File: src/rtl/uart_reg_file_if.sv
// ----------------------------------------------------------------------------
// uart_reg_file_if
// Register-file access bus between the APB front end and uart_reg_file.
//   rf_wr_en  : one-cycle write strobe
//   rf_rd_en  : one-cycle read strobe, the cycle after rf_rdata is sampled
//   rf_addr   : register index
//   rf_wdata  : write data
//   rf_rdata  : combinational read data
// modport master : APB side (drives strobes, address, write data)
// modport slave  : register file side (drives read data)
// ----------------------------------------------------------------------------
interface uart_reg_file_if;
    logic        rf_wr_en;
    logic        rf_rd_en;
    logic [2:0]  rf_addr;
    logic [31:0] rf_wdata;
    logic [31:0] rf_rdata;

    modport master (
        output rf_wr_en,
        output rf_rd_en,
        output rf_addr,
        output rf_wdata,
        input  rf_rdata
    );

    modport slave (
        input  rf_wr_en,
        input  rf_rd_en,
        input  rf_addr,
        input  rf_wdata,
        output rf_rdata
    );
endinterface

File: src/rtl/uart_reg_file.sv
// ----------------------------------------------------------------------------
// uart_reg_file
// UART register file: CTRL, STATS, TX_DATA, RX_DATA and BAUDIV registers,
// plus a 4-byte TX FIFO and a 4-byte RX FIFO.
//   PCLK      : clock, all state changes on rising edge
//   PRESET    : synchronous active-high reset
//   rf        : register bus (slave modport of uart_reg_file_if)
//   tx_data   : TX FIFO head byte
//   tx_valid  : tx_en and TX FIFO not empty
//   tx_ready  : transmitter accepts the head byte
//   rx_data   : received byte
//   rx_valid  : one-cycle strobe qualifying rx_data
//   baud_div  : BAUDIV[15:0]
//   irq       : level interrupt request
// Register map: 0 CTRL, 1 STATS, 2 TX_DATA, 3 RX_DATA, 4 BAUDIV, 5-7 unused.
// ----------------------------------------------------------------------------
module uart_reg_file #(
    parameter int unsigned FIFO_DEPTH = 4
) (
    input  logic                  PCLK,
    input  logic                  PRESET,
    uart_reg_file_if.slave        rf,
    output logic [7:0]            tx_data,
    output logic                  tx_valid,
    input  logic                  tx_ready,
    input  logic [7:0]            rx_data,
    input  logic                  rx_valid,
    output logic [15:0]           baud_div,
    output logic                  irq
);

    localparam logic [2:0]  DepthCnt  = 3'(FIFO_DEPTH);
    localparam logic [2:0]  AddrCtrl  = 3'd0;
    localparam logic [2:0]  AddrStats = 3'd1;
    localparam logic [2:0]  AddrTxd   = 3'd2;
    localparam logic [2:0]  AddrRxd   = 3'd3;
    localparam logic [2:0]  AddrBaud  = 3'd4;
    localparam logic [15:0] BaudReset = 16'd325;

    // ------------------------------------------------------------------
    // State
    // ------------------------------------------------------------------
    logic [3:0]  r_ctrl;          // {rx_irq_en, tx_irq_en, rx_en, tx_en}
    logic [15:0] r_baud;
    logic        r_rx_overrun;
    logic        r_tx_overflow;

    logic [7:0]  r_tx_mem [FIFO_DEPTH];
    logic [1:0]  r_tx_wp;
    logic [1:0]  r_tx_rp;
    logic [2:0]  r_tx_cnt;

    logic [7:0]  r_rx_mem [FIFO_DEPTH];
    logic [1:0]  r_rx_wp;
    logic [1:0]  r_rx_rp;
    logic [2:0]  r_rx_cnt;

    // ------------------------------------------------------------------
    // Decode and FIFO control
    // ------------------------------------------------------------------
    logic       w_tx_en;
    logic       w_rx_en;
    logic       w_tx_irq_en;
    logic       w_rx_irq_en;
    logic       w_wr_ctrl;
    logic       w_wr_stats;
    logic       w_wr_txd;
    logic       w_wr_baud;
    logic       w_rd_rxd;
    logic       w_tx_flush;
    logic       w_rx_flush;
    logic       w_tx_full;
    logic       w_tx_empty;
    logic       w_rx_full;
    logic       w_rx_empty;
    logic       w_tx_push;
    logic       w_tx_pop;
    logic       w_tx_ovf_set;
    logic       w_rx_push;
    logic       w_rx_pop;
    logic       w_rx_ovr_set;
    logic       w_tx_ovf_clr;
    logic       w_rx_ovr_clr;
    logic [2:0] w_tx_cnt_next;
    logic [2:0] w_rx_cnt_next;
    logic       w_unused_wdata;

    assign w_tx_en     = r_ctrl[0];
    assign w_rx_en     = r_ctrl[1];
    assign w_tx_irq_en = r_ctrl[2];
    assign w_rx_irq_en = r_ctrl[3];

    // Upper write-data bits have no destination in any register.
    assign w_unused_wdata = ^rf.rf_wdata[31:16];

    always_comb begin
        w_wr_ctrl  = rf.rf_wr_en && (rf.rf_addr == AddrCtrl);
        w_wr_stats = rf.rf_wr_en && (rf.rf_addr == AddrStats);
        w_wr_txd   = rf.rf_wr_en && (rf.rf_addr == AddrTxd);
        w_wr_baud  = rf.rf_wr_en && (rf.rf_addr == AddrBaud);
        // A concurrent write suppresses the read side effect.
        w_rd_rxd   = rf.rf_rd_en && !rf.rf_wr_en && (rf.rf_addr == AddrRxd);

        w_tx_flush = w_wr_ctrl && rf.rf_wdata[4];
        w_rx_flush = w_wr_ctrl && rf.rf_wdata[5];

        // Full/empty come from pre-edge counts, so a push into a full FIFO
        // is dropped even when a pop happens in the same cycle.
        w_tx_full  = (r_tx_cnt == DepthCnt);
        w_tx_empty = (r_tx_cnt == 3'd0);
        w_rx_full  = (r_rx_cnt == DepthCnt);
        w_rx_empty = (r_rx_cnt == 3'd0);

        w_tx_push    = w_wr_txd && !w_tx_full;
        w_tx_ovf_set = w_wr_txd && w_tx_full;
        w_tx_pop     = w_tx_en && !w_tx_empty && tx_ready;

        w_rx_push    = rx_valid && w_rx_en && !w_rx_full;
        w_rx_ovr_set = rx_valid && w_rx_en && w_rx_full;
        w_rx_pop     = w_rd_rxd && !w_rx_empty;

        w_tx_ovf_clr = w_wr_stats && rf.rf_wdata[5];
        w_rx_ovr_clr = w_wr_stats && rf.rf_wdata[4];

        w_tx_cnt_next = r_tx_cnt + {2'b00, w_tx_push} - {2'b00, w_tx_pop};
        w_rx_cnt_next = r_rx_cnt + {2'b00, w_rx_push} - {2'b00, w_rx_pop};
    end

    // ------------------------------------------------------------------
    // Control registers and sticky flags
    // ------------------------------------------------------------------
    always_ff @(posedge PCLK) begin
        if (PRESET) begin
            r_ctrl        <= 4'd0;
            r_baud        <= BaudReset;
            r_rx_overrun  <= 1'b0;
            r_tx_overflow <= 1'b0;
        end else begin
            if (w_wr_ctrl) begin
                r_ctrl <= rf.rf_wdata[3:0];
            end
            if (w_wr_baud) begin
                r_baud <= rf.rf_wdata[15:0];
            end
            // Set beats a same-cycle W1C clear.
            r_tx_overflow <= w_tx_ovf_set || (r_tx_overflow && !w_tx_ovf_clr);
            r_rx_overrun  <= w_rx_ovr_set || (r_rx_overrun && !w_rx_ovr_clr);
        end
    end

    // ------------------------------------------------------------------
    // TX FIFO (flush overrides push/pop)
    // ------------------------------------------------------------------
    always_ff @(posedge PCLK) begin
        if (PRESET) begin
            r_tx_wp  <= 2'd0;
            r_tx_rp  <= 2'd0;
            r_tx_cnt <= 3'd0;
            for (int unsigned i = 0; i < FIFO_DEPTH; i++) begin
                r_tx_mem[i] <= 8'd0;
            end
        end else if (w_tx_flush) begin
            r_tx_wp  <= 2'd0;
            r_tx_rp  <= 2'd0;
            r_tx_cnt <= 3'd0;
        end else begin
            if (w_tx_push) begin
                r_tx_mem[r_tx_wp] <= rf.rf_wdata[7:0];
                r_tx_wp           <= r_tx_wp + 2'd1;
            end
            if (w_tx_pop) begin
                r_tx_rp <= r_tx_rp + 2'd1;
            end
            r_tx_cnt <= w_tx_cnt_next;
        end
    end

    // ------------------------------------------------------------------
    // RX FIFO (flush overrides push/pop)
    // ------------------------------------------------------------------
    always_ff @(posedge PCLK) begin
        if (PRESET) begin
            r_rx_wp  <= 2'd0;
            r_rx_rp  <= 2'd0;
            r_rx_cnt <= 3'd0;
            for (int unsigned i = 0; i < FIFO_DEPTH; i++) begin
                r_rx_mem[i] <= 8'd0;
            end
        end else if (w_rx_flush) begin
            r_rx_wp  <= 2'd0;
            r_rx_rp  <= 2'd0;
            r_rx_cnt <= 3'd0;
        end else begin
            if (w_rx_push) begin
                r_rx_mem[r_rx_wp] <= rx_data;
                r_rx_wp           <= r_rx_wp + 2'd1;
            end
            if (w_rx_pop) begin
                r_rx_rp <= r_rx_rp + 2'd1;
            end
            r_rx_cnt <= w_rx_cnt_next;
        end
    end

    // ------------------------------------------------------------------
    // Read mux and outputs
    // ------------------------------------------------------------------
    logic [31:0] w_stats;

    always_comb begin
        w_stats        = 32'd0;
        w_stats[0]     = w_tx_empty;
        w_stats[1]     = w_tx_full;
        w_stats[2]     = !w_rx_empty;
        w_stats[3]     = w_rx_full;
        w_stats[4]     = r_rx_overrun;
        w_stats[5]     = r_tx_overflow;
        w_stats[10:8]  = r_tx_cnt;
        w_stats[14:12] = r_rx_cnt;
    end

    always_comb begin
        rf.rf_rdata = 32'd0;
        case (rf.rf_addr)
            AddrCtrl:  rf.rf_rdata = {28'd0, r_ctrl};
            AddrStats: rf.rf_rdata = w_stats;
            AddrRxd:   rf.rf_rdata = w_rx_empty ? 32'd0 : {24'd0, r_rx_mem[r_rx_rp]};
            AddrBaud:  rf.rf_rdata = {16'd0, r_baud};
            default:   rf.rf_rdata = 32'd0;
        endcase
    end

    assign tx_data  = r_tx_mem[r_tx_rp];
    assign tx_valid = w_tx_en && !w_tx_empty;
    assign baud_div = r_baud;
    assign irq      = (w_tx_irq_en && w_tx_empty) || (w_rx_irq_en && !w_rx_empty)
                      || r_rx_overrun || r_tx_overflow;

endmodule

File: src/flat_wrapper.sv
// flat-port wrapper written by rule: the top's interface ports become plain ports
module uart_reg_file_flat 
#(
    parameter int unsigned FIFO_DEPTH = 4
)
  (PCLK, PRESET, tx_data, tx_valid, tx_ready, rx_data, rx_valid, baud_div, irq, rf_rf_wr_en, rf_rf_rd_en, rf_rf_addr, rf_rf_wdata, rf_rf_rdata);
  uart_reg_file_if rf_i ();
  input  logic PCLK;
  input  logic PRESET;
  output logic [7:0] tx_data;
  output logic tx_valid;
  input  logic tx_ready;
  input  logic [7:0] rx_data;
  input  logic rx_valid;
  output logic [15:0] baud_div;
  output logic irq;
  input wire logic [$bits(rf_i.rf_wr_en)-1:0] rf_rf_wr_en;
  input wire logic [$bits(rf_i.rf_rd_en)-1:0] rf_rf_rd_en;
  input wire logic [$bits(rf_i.rf_addr)-1:0] rf_rf_addr;
  input wire logic [$bits(rf_i.rf_wdata)-1:0] rf_rf_wdata;
  output wire logic [$bits(rf_i.rf_rdata)-1:0] rf_rf_rdata;
  assign rf_i.rf_wr_en = rf_rf_wr_en;
  assign rf_i.rf_rd_en = rf_rf_rd_en;
  assign rf_i.rf_addr = rf_rf_addr;
  assign rf_i.rf_wdata = rf_rf_wdata;
  assign rf_rf_rdata = rf_i.rf_rdata;
  uart_reg_file #(.FIFO_DEPTH(FIFO_DEPTH)) u_core (.PCLK(PCLK), .PRESET(PRESET), .rf(rf_i), .tx_data(tx_data), .tx_valid(tx_valid), .tx_ready(tx_ready), .rx_data(rx_data), .rx_valid(rx_valid), .baud_div(baud_div), .irq(irq));
endmodule
File: config.mk
export PLATFORM = sky130hd
export DESIGN_NAME = uart_reg_file_flat
export DESIGN_NICKNAME = d
export VERILOG_FILES = /design/src/rtl/uart_reg_file_if.sv /design/src/rtl/uart_reg_file.sv /design/src/flat_wrapper.sv
export SDC_FILE = /design/constraint.sdc
export NUM_CORES = 1
export LEC_CHECK = 0
export BUFFER_PORTS_ARGS = -buffer_cell sky130_fd_sc_hd__buf_2
export CORE_UTILIZATION = 45
export DETAILED_ROUTE_END_ITERATION = 8
export PLACE_DENSITY = 0.7
export SYNTH_ARGS = -nofsm -noshare
export SYNTH_HDL_FRONTEND = slang
export SYNTH_SLANG_ARGS = --single-unit
File: constraint.sdc
create_clock -name PCLK -period 2.1 [get_ports PCLK]
set_input_delay 0.105 -clock PCLK [delete_from_list [all_inputs] [get_ports PCLK]]
set_output_delay 0.105 -clock PCLK [all_outputs]
set_load 0.005 [all_outputs]
==> results by group, run 1 <==
Placement
  • GPL Wtd Cong: about 0.8
  • Post-DP Area: 5700 um2
  • Port Buf Inserts: 74
  • Pre-CTS setup slack: -0.0104 ns
  • Hpwl dp: just under 9 mm
  • Placed insts: 661

Yosys
  • FF+latch count, synth: around 100
  • Yosys top cell area share: 0.380
  • Synth warn: 0
  • Synth cell types: 57
  • Syn_area_per_cell: between 10 and 15 um2
  • Area leader, netlist: edfxtp_1
  • Asr flop ratio synth: 0
  • Top cells by area, synth: edfxtp_1 38%, dfxtp_1 16%, mux4_2 7.1%
  • Syn Std Cell Area: a little over 5000 um2
  • Post-synth EDFFs: 64
  • Syn Inst Count: approximately 440
  • Seq/Total Area, Yosys: 0.539
  • Synth Flop Type: edfxtp_1

Final layout
  • Share of layout cells above drive strength 1: 0.321
  • Layout Utilization: 0.561
  • Finished Cell Area: roughly 6100 um2
  • Nets@finish: between 600 and 700
  • Inserted Diodes: 0
  • Most common cell after layout, fill and taps aside: buf_2
  • Commonest non-fill, non-tap cells in the layout: 74 x buf_2, 64 x edfxtp_1, 42 x nand2_1
  • Finished Layout Cells: 694
  • Area Growth Syn to Fin: 20.8%

Timing
  • Max_slew headroom: 0.628
  • Setup TNS: 0 ns
  • Worst Skew: approximately 0.011 ns
  • RSZ-0062 raised after global routing: true
  • Final hold vios: 0
  • Worst Tran Pin Value: about 0.55 ns
  • Slew Viols, Final: 0
  • Final Critical Period: 2.08 ns
  • Fmax: 481 MHz
  • Worst Slack Setup Final: about 0.02 ns
  • # setup viols final: 0
  • Crit share post-route: 0.991

Power
  • Pint: approximately 2.8 mW
  • Clock power share: 0.320
  • Sequential power share: 0.591
  • Lkg Pwr: ~2.5 nW
  • Sw Share: 0.257
  • Share of total power in combinational logic: 0.088
  • Pwr per Cell Area: 620 nW/um2
  • NetSw: about 1000 uW
  • Max VDD drop: 0.331 mV

Detailed routing
  • Detailed Routing Iterations Pass 1: 4
  • Starting DRT DRC Count: around 260
  • Post-route ant nets: 0
  • DRT Wirelength: approximately 12 mm
  • WL/cell: approximately 18 um
  • Vias per Instance: around 5.4
  • Post-route DRC violation count: 0
  • DR vias: about 3700

Run
  • MaxCap Viol Count: 0

Critical path
  • Crit path DAT: 2.35 ns
  • Reg2Reg Setup Slack: 0.02 ns
  • Critical Path RT: between 2 and 2.5 ns
  • Crit Path Max Fanout: 2
  • RR Endpoint: u_core.r_tx_cnt[2]$_SDFF_PP0_
  • Setup CP Type: reg2reg
  • Crit path launch type: flip-flop
  • Reg2Reg Depth: 9
  • Critical path endpoint category: flip-flop
  • R2r startpoint: u_core.r_tx_cnt[1]$_SDFF_PP0_

Die
  • Starting Density: 0.464
  • Total die area: 11700 um2
  • Die Width: about 110 um
  • # IOs: about 110
  • Core area: around 11000 um2
  • Die H: approximately 110 um
  • Rows: 38

Global route
  • Global-route wire length before repair: roughly 19 mm
  • GRT Total Usage: 0.218
  • Largest net degree at the start of global routing: 20
  • Vias in the first global route: between 3000 and 4000
  • Initial antenna violation count: 0
  • Overflow left after global routing: 0

Min path
  • Hold Crit Depth: 2
  • Hold Startpoint: rf_rf_wdata[6]
  • Hold EP: u_core.r_tx_mem[2][6]$_SDFFCE_PN0P_
  • Hold Crit Class: in2reg

Clocking
  • Clock Sink Count: between 100 and 150
  • CTS tree: yes
  • CTS root buf: clkbuf_8
  • TritonCTS buffer count: 9
  • Worst-Skew Late Latency: approximately 0.38 ns
  • Clock transition at path regs: roughly 0.10 ns
  • Clock Path Buffers: 2
  • CTS H-tree depth: 3

Status
  • Status: complete, no violations
-- power groups by stage --
stage / Combinational, mW / Clock (mW) / Sequential [mW]
after floorplan: 0.186 / 0 / 2.28
after global placement: 0.307 / 0 / 2.28
after detailed placement: 0.312 / 0 / 2.29
after CTS: 0.330 / 1.24 / 2.24
after global routing: 0.364 / 1.30 / 2.24
final: 0.335 / 1.21 / 2.24
-- sequential cells by signal, indices dropped and copies added (netlist names), named ones only --
signal,cells
u_core.r_rx_mem,32
u_core.r_ctrl,4
u_core.r_tx_wp,2
u_core.r_rx_overrun,1
u_core.r_rx_rp,2
u_core.r_tx_mem,32
u_core.baud_div,16
u_core.r_tx_overflow,1
u_core.r_rx_wp,2
u_core.r_rx_cnt,3
u_core.r_tx_cnt,3
u_core.r_tx_rp,2
-- synthesized netlist by cell type (4+ instances only) --
cell,instances
inv_1,28
nand2_1,42
mux4_2,16
nand3_1,6
a21oi_1,27
buf_4,18
and4_1,8
o21ai_0,10
a22o_1,10
and3_1,8
and2_1,20
nor4_1,8
clkbuf_1,10
ha_1,4
edfxtp_1,64
buf_2,11
nor3_1,31
dfxtp_1,40
or3_1,4
nor2_1,12
-- cell families after synthesis --
family	Yosys count	synth area share
buffers and inverters	72	0.0740
multiplexers	20	0.0795
XOR/XNOR	3	0.00520
AND/OR/NAND/NOR	161	0.185
adder cells (fa/ha/maj)	6	0.0178
other	1	0.000742
AO/OA/AOI/OAI	70	0.0985
flip-flops	104	0.539
-- per-stage QoR --
stage	power, mW	hold WS (ns)
after global placement	2.59	0.318
after CTS	3.81	0.0114
after detailed placement	2.60	0.341
after global routing	3.91	0.0240
after floorplan	2.47	0.229
final	3.78	0.0220
-- what timing repair did --
| action | 4_1_cts | 5_1_grt |
|---|---|---|
| setup endpoints to repair | 2 | 19 |
| hold buffers | 12 | 0 |
| gates cloned | 0 | 0 |
| pin swaps | 1 | 6 |
| endpoints found under the hold margin | 12 | 0 |
| resized for setup | 3 | 11 |
| buffers inserted | 1 | 4 |
-- area by class of cell --
type / count / area, um2
Multi-Input combinational cell: 276 / 2050
Sequential cell: 104 / 2730
Tap cell: 140 / 175
Inverter: 28 / 105
Clock buffer: 9 / 124
Clock inverter: 7 / 63.8
Timing Repair Buffer: 130 / 850
Fill cell: 943 / 4780
-- metal layers --
metal / share of wire / routed length, um / GRT usage / vias up
met3: 0.051 / 622 / 0.0416 / 12
met5: 0 / 0 / 0 / -
met1: 0.44 / 5360 / 0.283 / 1819
li1: - / - / - / 1804
met2: 0.50 / 6100 / 0.364 / 102
met4: 0.013 / 153 / 0.0753 / 0
-- critical path, stage by stage (launching register included) --
cell and delay, ns:
dfxtp_1 0.33, o311a_1 0.36, ha_1 0.31, inv_1 0.06, ha_1 0.13, inv_1 0.05, fa_2 0.36, xor2_2 0.19
and2_4 0.17, nor3_2 0.03
-- worst max path at each step --
stage,from,endpoint,cells after the start
floorplan,u_core.r_rx_cnt[1]$_SDFF_PP0_,u_core.r_rx_cnt[2]$_SDFF_PP0_,10
global placement,u_core.r_rx_cnt[1]$_SDFF_PP0_,u_core.r_rx_mem[0][4]$_SDFFCE_PN0P_,4
detailed placement,rf_rf_addr[2],u_core.r_rx_cnt[2]$_SDFF_PP0_,11
CTS,u_core.r_tx_cnt[2]$_SDFF_PP0_,u_core.r_tx_cnt[2]$_SDFF_PP0_,9
global route,u_core.r_tx_cnt[1]$_SDFF_PP0_,u_core.r_tx_cnt[2]$_SDFF_PP0_,9
finish,u_core.r_tx_cnt[1]$_SDFF_PP0_,u_core.r_tx_cnt[2]$_SDFF_PP0_,9
Power figures use the tool's default switching activity.
==> run 2: changes to the inputs <==
==> constraint.sdc (replaced) <==
create_clock -name PCLK -period 2.1 [get_ports PCLK]
set_input_delay 0.105 -clock PCLK [delete_from_list [all_inputs] [get_ports PCLK]]
set_output_delay 0.105 -clock PCLK [all_outputs]
set_load 0.1 [all_outputs]
==> run 2 against run 1 <==
  * Clock power barely moved
  * Non-clock buffer count down 2
  * Sequential share of layout area down 1.4 points
  * Global-route usage is 0.33 points higher
  * Core utilization rose by 1.9 points
  * Largest power group unchanged
  * Highest routed layer unchanged
==> results by group, run 2 (synthesis results as in run 1) <==
Final layout
  • Share of layout cells above drive strength 1: 0.328 (+0.00660)
  • Nets@finish: 602 (-0.33%)
  • Finished Layout Cells: 692 (-0.29%)
  • Commonest non-fill, non-tap cells in the layout: 64 x edfxtp_1, 57 x buf_2, 43 x buf_4
  • Area Growth Syn to Fin: 24.8%
  • Inserted Diodes: 0 (unchanged)
  • Fill cells: 896 (-5.0%)
  • Most common cell after layout, fill and taps aside: edfxtp_1

Critical path
  • Setup CP Type: reg2reg
  • Critical path endpoint category: flip-flop
  • Critical Path RT: 2.40 ns (+0.03 ns)
  • R2r startpoint: u_core.r_tx_cnt[1]$_SDFF_PP0_
  • Crit path DAT: 2.38 ns (+0.03 ns)
  • WP buf/inv: 2 (unchanged)
  • CP Cell Sequence: o311a_1 > ha_1 > inv_1 > ha_2 > inv_2 > fa_2 > xor2_1 > and2_1 > nor3_1
  • Reg2Reg Setup Slack: 0.03 ns (about the same)
  • Worst path depth: 9 (unchanged)
  • Crit path launch type: flip-flop
  • Critical path capture point: u_core.r_tx_cnt[2]$_SDFF_PP0_
  • Critical path's slowest cell: o311a_1
  • Crit Path Max Fanout: 2 (unchanged)
  • CP max stage delay: 0.36 ns (about the same)
  • RR Endpoint: u_core.r_tx_cnt[2]$_SDFF_PP0_
  • Reg2Reg Depth: 9 (unchanged)
  • Crit path launch: u_core.r_tx_cnt[1]$_SDFF_PP0_
  • Kind of cell adding the most delay to the critical path: adder cells

Timing
  • Slew Viols, Final: 0 (unchanged)
  • Worst Slack Setup Final: 0.0274 ns (+0.00793 ns)
  • Fmax: 482 MHz (+0.38%)
  • Worst Tran Pin Value: 0.597 ns (+0.0432 ns)
  • Setup TNS: 0 ns (unchanged)
  • RSZ-0062 raised after global routing: true
  • Final hold vios: 0 (unchanged)
  • Max_slew headroom: 0.601 (-0.0275)
  • Final Critical Period: 2.07 ns (-0.00793 ns)
  • Worst Skew: 0.00987 ns (-0.00142 ns)
  • # setup viols final: 0 (unchanged)
  • Crit share post-route: 0.987 (-0.00378)

Detailed routing
  • Post-route ant nets: 0 (unchanged)
  • Post-route DRC violation count: 0 (unchanged)
  • DRT Wirelength: 12.1 mm (-1.0%)
  • Starting DRT DRC Count: 249 (-2.7%)
  • DR vias: 3826 (+2.4%)
  • WL/cell: 17.5 um (-0.72%)
  • Vias per Instance: 5.53 (+2.7%)
  • Detailed Routing Iterations Pass 1: 4 (unchanged)

Global route
  • Largest net degree at the start of global routing: 20 (unchanged)
  • Initial antenna violation count: 0 (unchanged)
  • Overflow left after global routing: 0 (unchanged)
  • Global-route wire length before repair: 19.3 mm (+1.9%)
  • Vias in the first global route: 3720 (+1.0%)
  • GRT Total Usage: 0.221 (+0.00330)

Die
  • Total die area: 11700 um2 (unchanged)
  • Die Width: 108 um (unchanged)
  • Core area: 10900 um2 (unchanged)
  • Starting Density: 0.464 (unchanged)
  • # IOs: 107 (unchanged)
  • Rows: 38 (unchanged)
  • Die H: 108 um (unchanged)

Placement
  • Placed insts: 662 (+0.15%)
  • GPL Wtd Cong: 0.855 (+7.1%)
  • Port Buf Inserts: 74 (unchanged)
  • Pre-CTS setup slack: -0.0314 ns (-0.0211 ns)
  • Hpwl dp: 8.72 mm (+0.84%)

Power
  • Max VDD drop: 0.349 mV (+5.3%)
  • Pwr per Cell Area: 644 nW/um2 (+3.9%)
  • Lkg Pwr: 2.53 nW (+1.0%)

Min path
  • Hold Crit Class: in2reg

Clocking
  • Clock transition at path regs: 0.11 ns (about the same)
  • Worst-Skew Late Latency: 0.37 ns (about the same)
  • CTS H-tree depth: 3 (unchanged)
  • CTS root buf: clkbuf_8
  • TritonCTS buffer count: 9 (unchanged)
  • CTS tree: yes
  • Clock Sink Count: 104 (unchanged)
  • Clock Path Buffers: 2 (unchanged)

Status
  • Status: complete, no violations

Run
  • MaxCap Viol Count: 0 (unchanged)
## run 2: area by class of cell
| type | count | area (um2) | share of cell area |
|---|---|---|---|
| clock buffers | 9 | 124 | 0.0196 |
| clock inverters | 7 | 65.1 | 0.0103 |
| inverters | 28 | 105 | 0.0167 |
| multi-input cells | 276 | 2030 | 0.323 |
| flip-flops and latches | 104 | 2740 | 0.434 |
| well taps | 140 | 175 | 0.0278 |
| repair buffers | 128 | 1070 | 0.169 |
## run 2: how the worst min path moves through the flow
stage	slack (ns)	to	cells past startpoint	startpoint
global placement	0.33	u_core.baud_div[8]$_SDFFE_PP1P_	3	rf_rf_wdata[8]
CTS	0.005	u_core.baud_div[7]$_SDFFE_PP0P_	3	rf_rf_wdata[7]
global route	0.02	u_core.baud_div[4]$_SDFFE_PP0P_	3	rf_rf_wdata[4]
floorplan	0.23	u_core.baud_div[8]$_SDFFE_PP1P_	2	rf_rf_wdata[8]
detailed placement	0.34	u_core.baud_div[8]$_SDFFE_PP1P_	3	rf_rf_wdata[8]
finish	0.008	u_core.baud_div[7]$_SDFFE_PP0P_	3	rf_rf_wdata[7]
## run 2: timing repair
item | 4_1_cts | 5_1_grt
endpoints found under the setup margin | 15 | 22
resized for setup | 4 | 9
hold buffers | 9 | 0
endpoints found under the hold margin | 9 | 0
setup buffers | 1 | 4
pin swaps | 1 | 3
## run 2: per-layer routing
metal | global-route usage | share of wire | vias to the layer above
met5 | 0 | 0 | -
met4 | 0.0753 | 0.011 | 0
met3 | 0.0325 | 0.060 | 11
met2 | 0.380 | 0.51 | 134
met1 | 0.285 | 0.42 | 1886
li1 | - | - | 1795
## run 2: worst register-to-register path: stages, from the launching register on
cell and delay [ns]:
dfxtp_2 0.33, o311a_1 0.36, ha_1 0.29, inv_1 0.07, ha_2 0.16, inv_2 0.03
fa_2 0.33, xor2_1 0.16, and2_1 0.15, nor3_1 0.11
## run 2: power by group
group / total (mW) / leakage, nW / internal (mW) / switching [mW]
registers: 2.24 / 0.989 / 2.21 / 0.0233
logic: 0.625 / 1.44 / 0.156 / 0.468
clock network: 1.20 / 0.0930 / 0.459 / 0.742
total: 4.06 / 2.53 / 2.83 / 1.23
## run 2: per-stage QoR
step / cell area (um2) / utilization / power [mW] / hold WS (ns)
after CTS: 6260 / 0.575 / 4.08 / 0.00544
after global placement: 5970 / 0.548 / 2.89 / 0.330
after detailed placement: 5970 / 0.548 / 2.90 / 0.337
after floorplan: 5120 / - / 2.74 / 0.229
final: 6300 / 0.579 / 4.06 / 0.00839
after global routing: 6300 / 0.579 / 4.20 / 0.0186
==> run 3: changes to the inputs <==
Settings changed: CELL_PAD_IN_SITES_DETAIL_PLACEMENT from default to 2, CELL_PAD_IN_SITES_GLOBAL_PLACEMENT from default to 2, CORE_MARGIN from default to 2, CORE_UTILIZATION 45 to 32, PLACE_DENSITY 0.7 to 0.76.
==> run 3 against run 2 <==
  * The run now ends with negative setup slack left
  * Largest cell class unchanged
  * Flip-flop and latch count stayed put
  * Sequential share of layout area is 1.5 points lower
  * Largest power group unchanged
  * Combinational power is 3.5% higher
==> results by group, run 3 (synthesis results as in run 1) <==
Placement
  • Port Buf Inserts: 74 (unchanged)
  • Hpwl dp: 11.6 mm (+33%)
  • Post-DP Area: 6070 um2 (+1.7%)
  • GPL Wtd Cong: 0.780 (-8.7%)

Global route
  • Vias in the first global route: 4315 (+16%)
  • Initial antenna violation count: 0 (unchanged)
  • GRT Total Usage: 0.201 (-0.0201)
  • Largest net degree at the start of global routing: 20 (unchanged)
  • Global-route wire length before repair: 25.0 mm (+29%)
  • Overflow left after global routing: 0 (unchanged)

Timing
  • Fmax: 462 MHz (-4.3%)
  • Slew Viols, Final: 0 (unchanged)
  • Max_slew headroom: 0.602 (+0.000678)
  • Final hold vios: 0 (unchanged)
  • Final Critical Period: 2.17 ns (+0.0936 ns)
  • Worst Slack Setup Final: -0.0662 ns (-0.0936 ns)
  • RSZ-0062 raised after global routing: true
  • Worst hold margin: 0.0180 ns (+0.00962 ns)
  • Worst Tran Pin Value: 0.595 ns (-0.00101 ns)
  • # setup viols final: 1 (+1)
  • Crit share post-route: 1.03 (+0.0446)
  • Worst Skew: 0.0100 ns (+0.000168 ns)

Die
  • Die H: 130 um (+20%)
  • # IOs: 107 (unchanged)
  • Starting Density: 0.330 (-0.134)
  • Rows: 45 (+18%)
  • Die Width: 130 um (+20%)
  • Total die area: 16800 um2 (+44%)
  • Core area: 15300 um2 (+41%)

Critical path
  • Critical path endpoint category: flip-flop
  • Critical path's slowest cell: o311a_1
  • Crit path DAT: 2.42 ns (+0.04 ns)
  • Reg2Reg Depth: 9 (unchanged)
  • CP Cell Sequence: o311a_1 > ha_1 > inv_1 > ha_1 > inv_1 > fa_2 > xor2_2 > and2_4 > nor3_2
  • Critical Path RT: 2.35 ns (-0.05 ns)
  • Crit Path Max Fanout: 2 (unchanged)
  • Setup CP Type: reg2reg
  • Worst path depth: 9 (unchanged)
  • Crit path launch type: flip-flop
  • Kind of cell adding the most delay to the critical path: adder cells
  • WP buf/inv: 2 (unchanged)
  • CP max stage delay: 0.38 ns (+0.02 ns)

Final layout
  • Nets@finish: 604 (+0.33%)
  • Finished Cell Area: 6510 um2 (+3.3%)
  • Most common cell after layout, fill and taps aside: edfxtp_1
  • Sequential Area: 2730 um2 (-0.32%)
  • Commonest non-fill, non-tap cells in the layout: 64 x edfxtp_1, 57 x buf_2, 46 x buf_4
  • Fill cells: 1620 (+81%)
  • Area Growth Syn to Fin: 28.8%
  • Layout Utilization: 0.425 (-0.154)
  • Share of layout cells above drive strength 1: 0.334 (+0.00604)
  • Multi-input gate area: 2060 um2 (+1.1%)
  • Inserted Diodes: 0 (unchanged)

Detailed routing
  • Post-route DRC violation count: 0 (unchanged)
  • DRT Wirelength: 16.4 mm (+35%)
  • Post-route ant nets: 0 (unchanged)
  • Vias per Instance: 5.14 (-7.0%)
  • Starting DRT DRC Count: 213 (-14%)
  • WL/cell: 21.4 um (+22%)
  • Detailed Routing Iterations Pass 1: 4 (unchanged)
  • DR vias: 3934 (+2.8%)

Clocking
  • Clock Path Buffers: 2 (unchanged)
  • Clock transition at path regs: 0.08 ns (-0.03 ns)
  • Worst-Skew Late Latency: 0.37 ns (about the same)
  • CTS H-tree depth: 3 (unchanged)
  • CTS root buf: clkbuf_16
  • TritonCTS buffer count: 9 (unchanged)
  • Clock Sink Count: 104 (unchanged)
  • CTS tree: yes

Power
  • Max VDD drop: 0.374 mV (+7.3%)
  • Lkg Pwr: 2.59 nW (+2.5%)
  • Overall power: 4.56 mW (+12%)
  • Pwr per Cell Area: 700 nW/um2 (+8.7%)

Min path
  • Hold Crit Depth: 3 (unchanged)
  • Hold Crit Class: in2reg

Status
  • Status: complete, but fails checks
  • Failing checks: negative setup slack

Run
  • MaxCap Viol Count: 0 (unchanged)
-- run 3: cell types whose count changed in the layout (fill, tap and decap cells not counted), moves of 3 or more --
cell	before	now
clkbuf_16	0	9
clkbuf_8	9	0
buf_4	43	46
dfxtp_1	34	37
-- run 3: cell type report --
cell class              instances  share of cell area
clock buffers                   9              0.0346
well taps                     211              0.0405
repair buffers                130               0.165
inverters                      28              0.0161
flip-flops and latches        104               0.419
multi-input cells             276               0.316
clock inverters                 7             0.00922
-- run 3: metrics by stage --
stage / TNS [ns] / worst slack [ns] / instances
global route: -0.230 / -0.148 / 765
CTS: -0.0239 / -0.0239 / 762
detailed placement: -0.101 / -0.101 / 736
floorplan: -0.217 / -0.217 / 452
finish: -0.0662 / -0.0662 / 765
global placement: 0 / 0.0493 / 736
-- run 3: power by group --
part           switching (mW)  internal (mW)
Clock                   0.842          0.829
Combinational           0.494          0.154
Sequential             0.0252           2.22
-- run 3: worst register-to-register path: stages (launching register included) --
cell     delay (ns)
dfxtp_1        0.31
o311a_1        0.38
ha_1           0.32
inv_1          0.08
ha_1           0.14
inv_1          0.06
fa_2           0.36
xor2_2         0.18
and2_4         0.19
nor3_2         0.04
-- run 3: final timing paths --
| kind | slack, ns | to | from |
|---|---|---|---|
| max | -0.07 | u_core.r_tx_cnt[2]$_SDFF_PP0_ | u_core.r_tx_cnt[2]$_SDFF_PP0_ |
| min | 0.02 | u_core.r_ctrl[2]$_SDFFE_PP0N_ | rf_rf_wdata[2] |
| max reg2reg | -0.07 | u_core.r_tx_cnt[2]$_SDFF_PP0_ | u_core.r_tx_cnt[2]$_SDFF_PP0_ |
| min reg2reg | 0.48 | u_core.baud_div[11]$_SDFFE_PP0P_ | u_core.baud_div[11]$_SDFFE_PP0P_ |
-- run 3: timing repair --
item,in CTS,in global routing
buffers inserted,2,3
hold buffers,8,0
resized for setup,4,8
hold endpoints to repair,8,0
setup endpoints to repair,4,6
pin swaps,3,3
-- run 3: layer usage --
| layer | up-vias | share of wire | GRT usage |
|---|---|---|---|
| met4 | 0 | 0.022 | 0.0670 |
| met1 | 2012 | 0.42 | 0.248 |
| li1 | 1802 | - | - |
| met3 | 25 | 0.035 | 0.0359 |
| met5 | - | 0 | 0 |
| met2 | 95 | 0.53 | 0.356 |
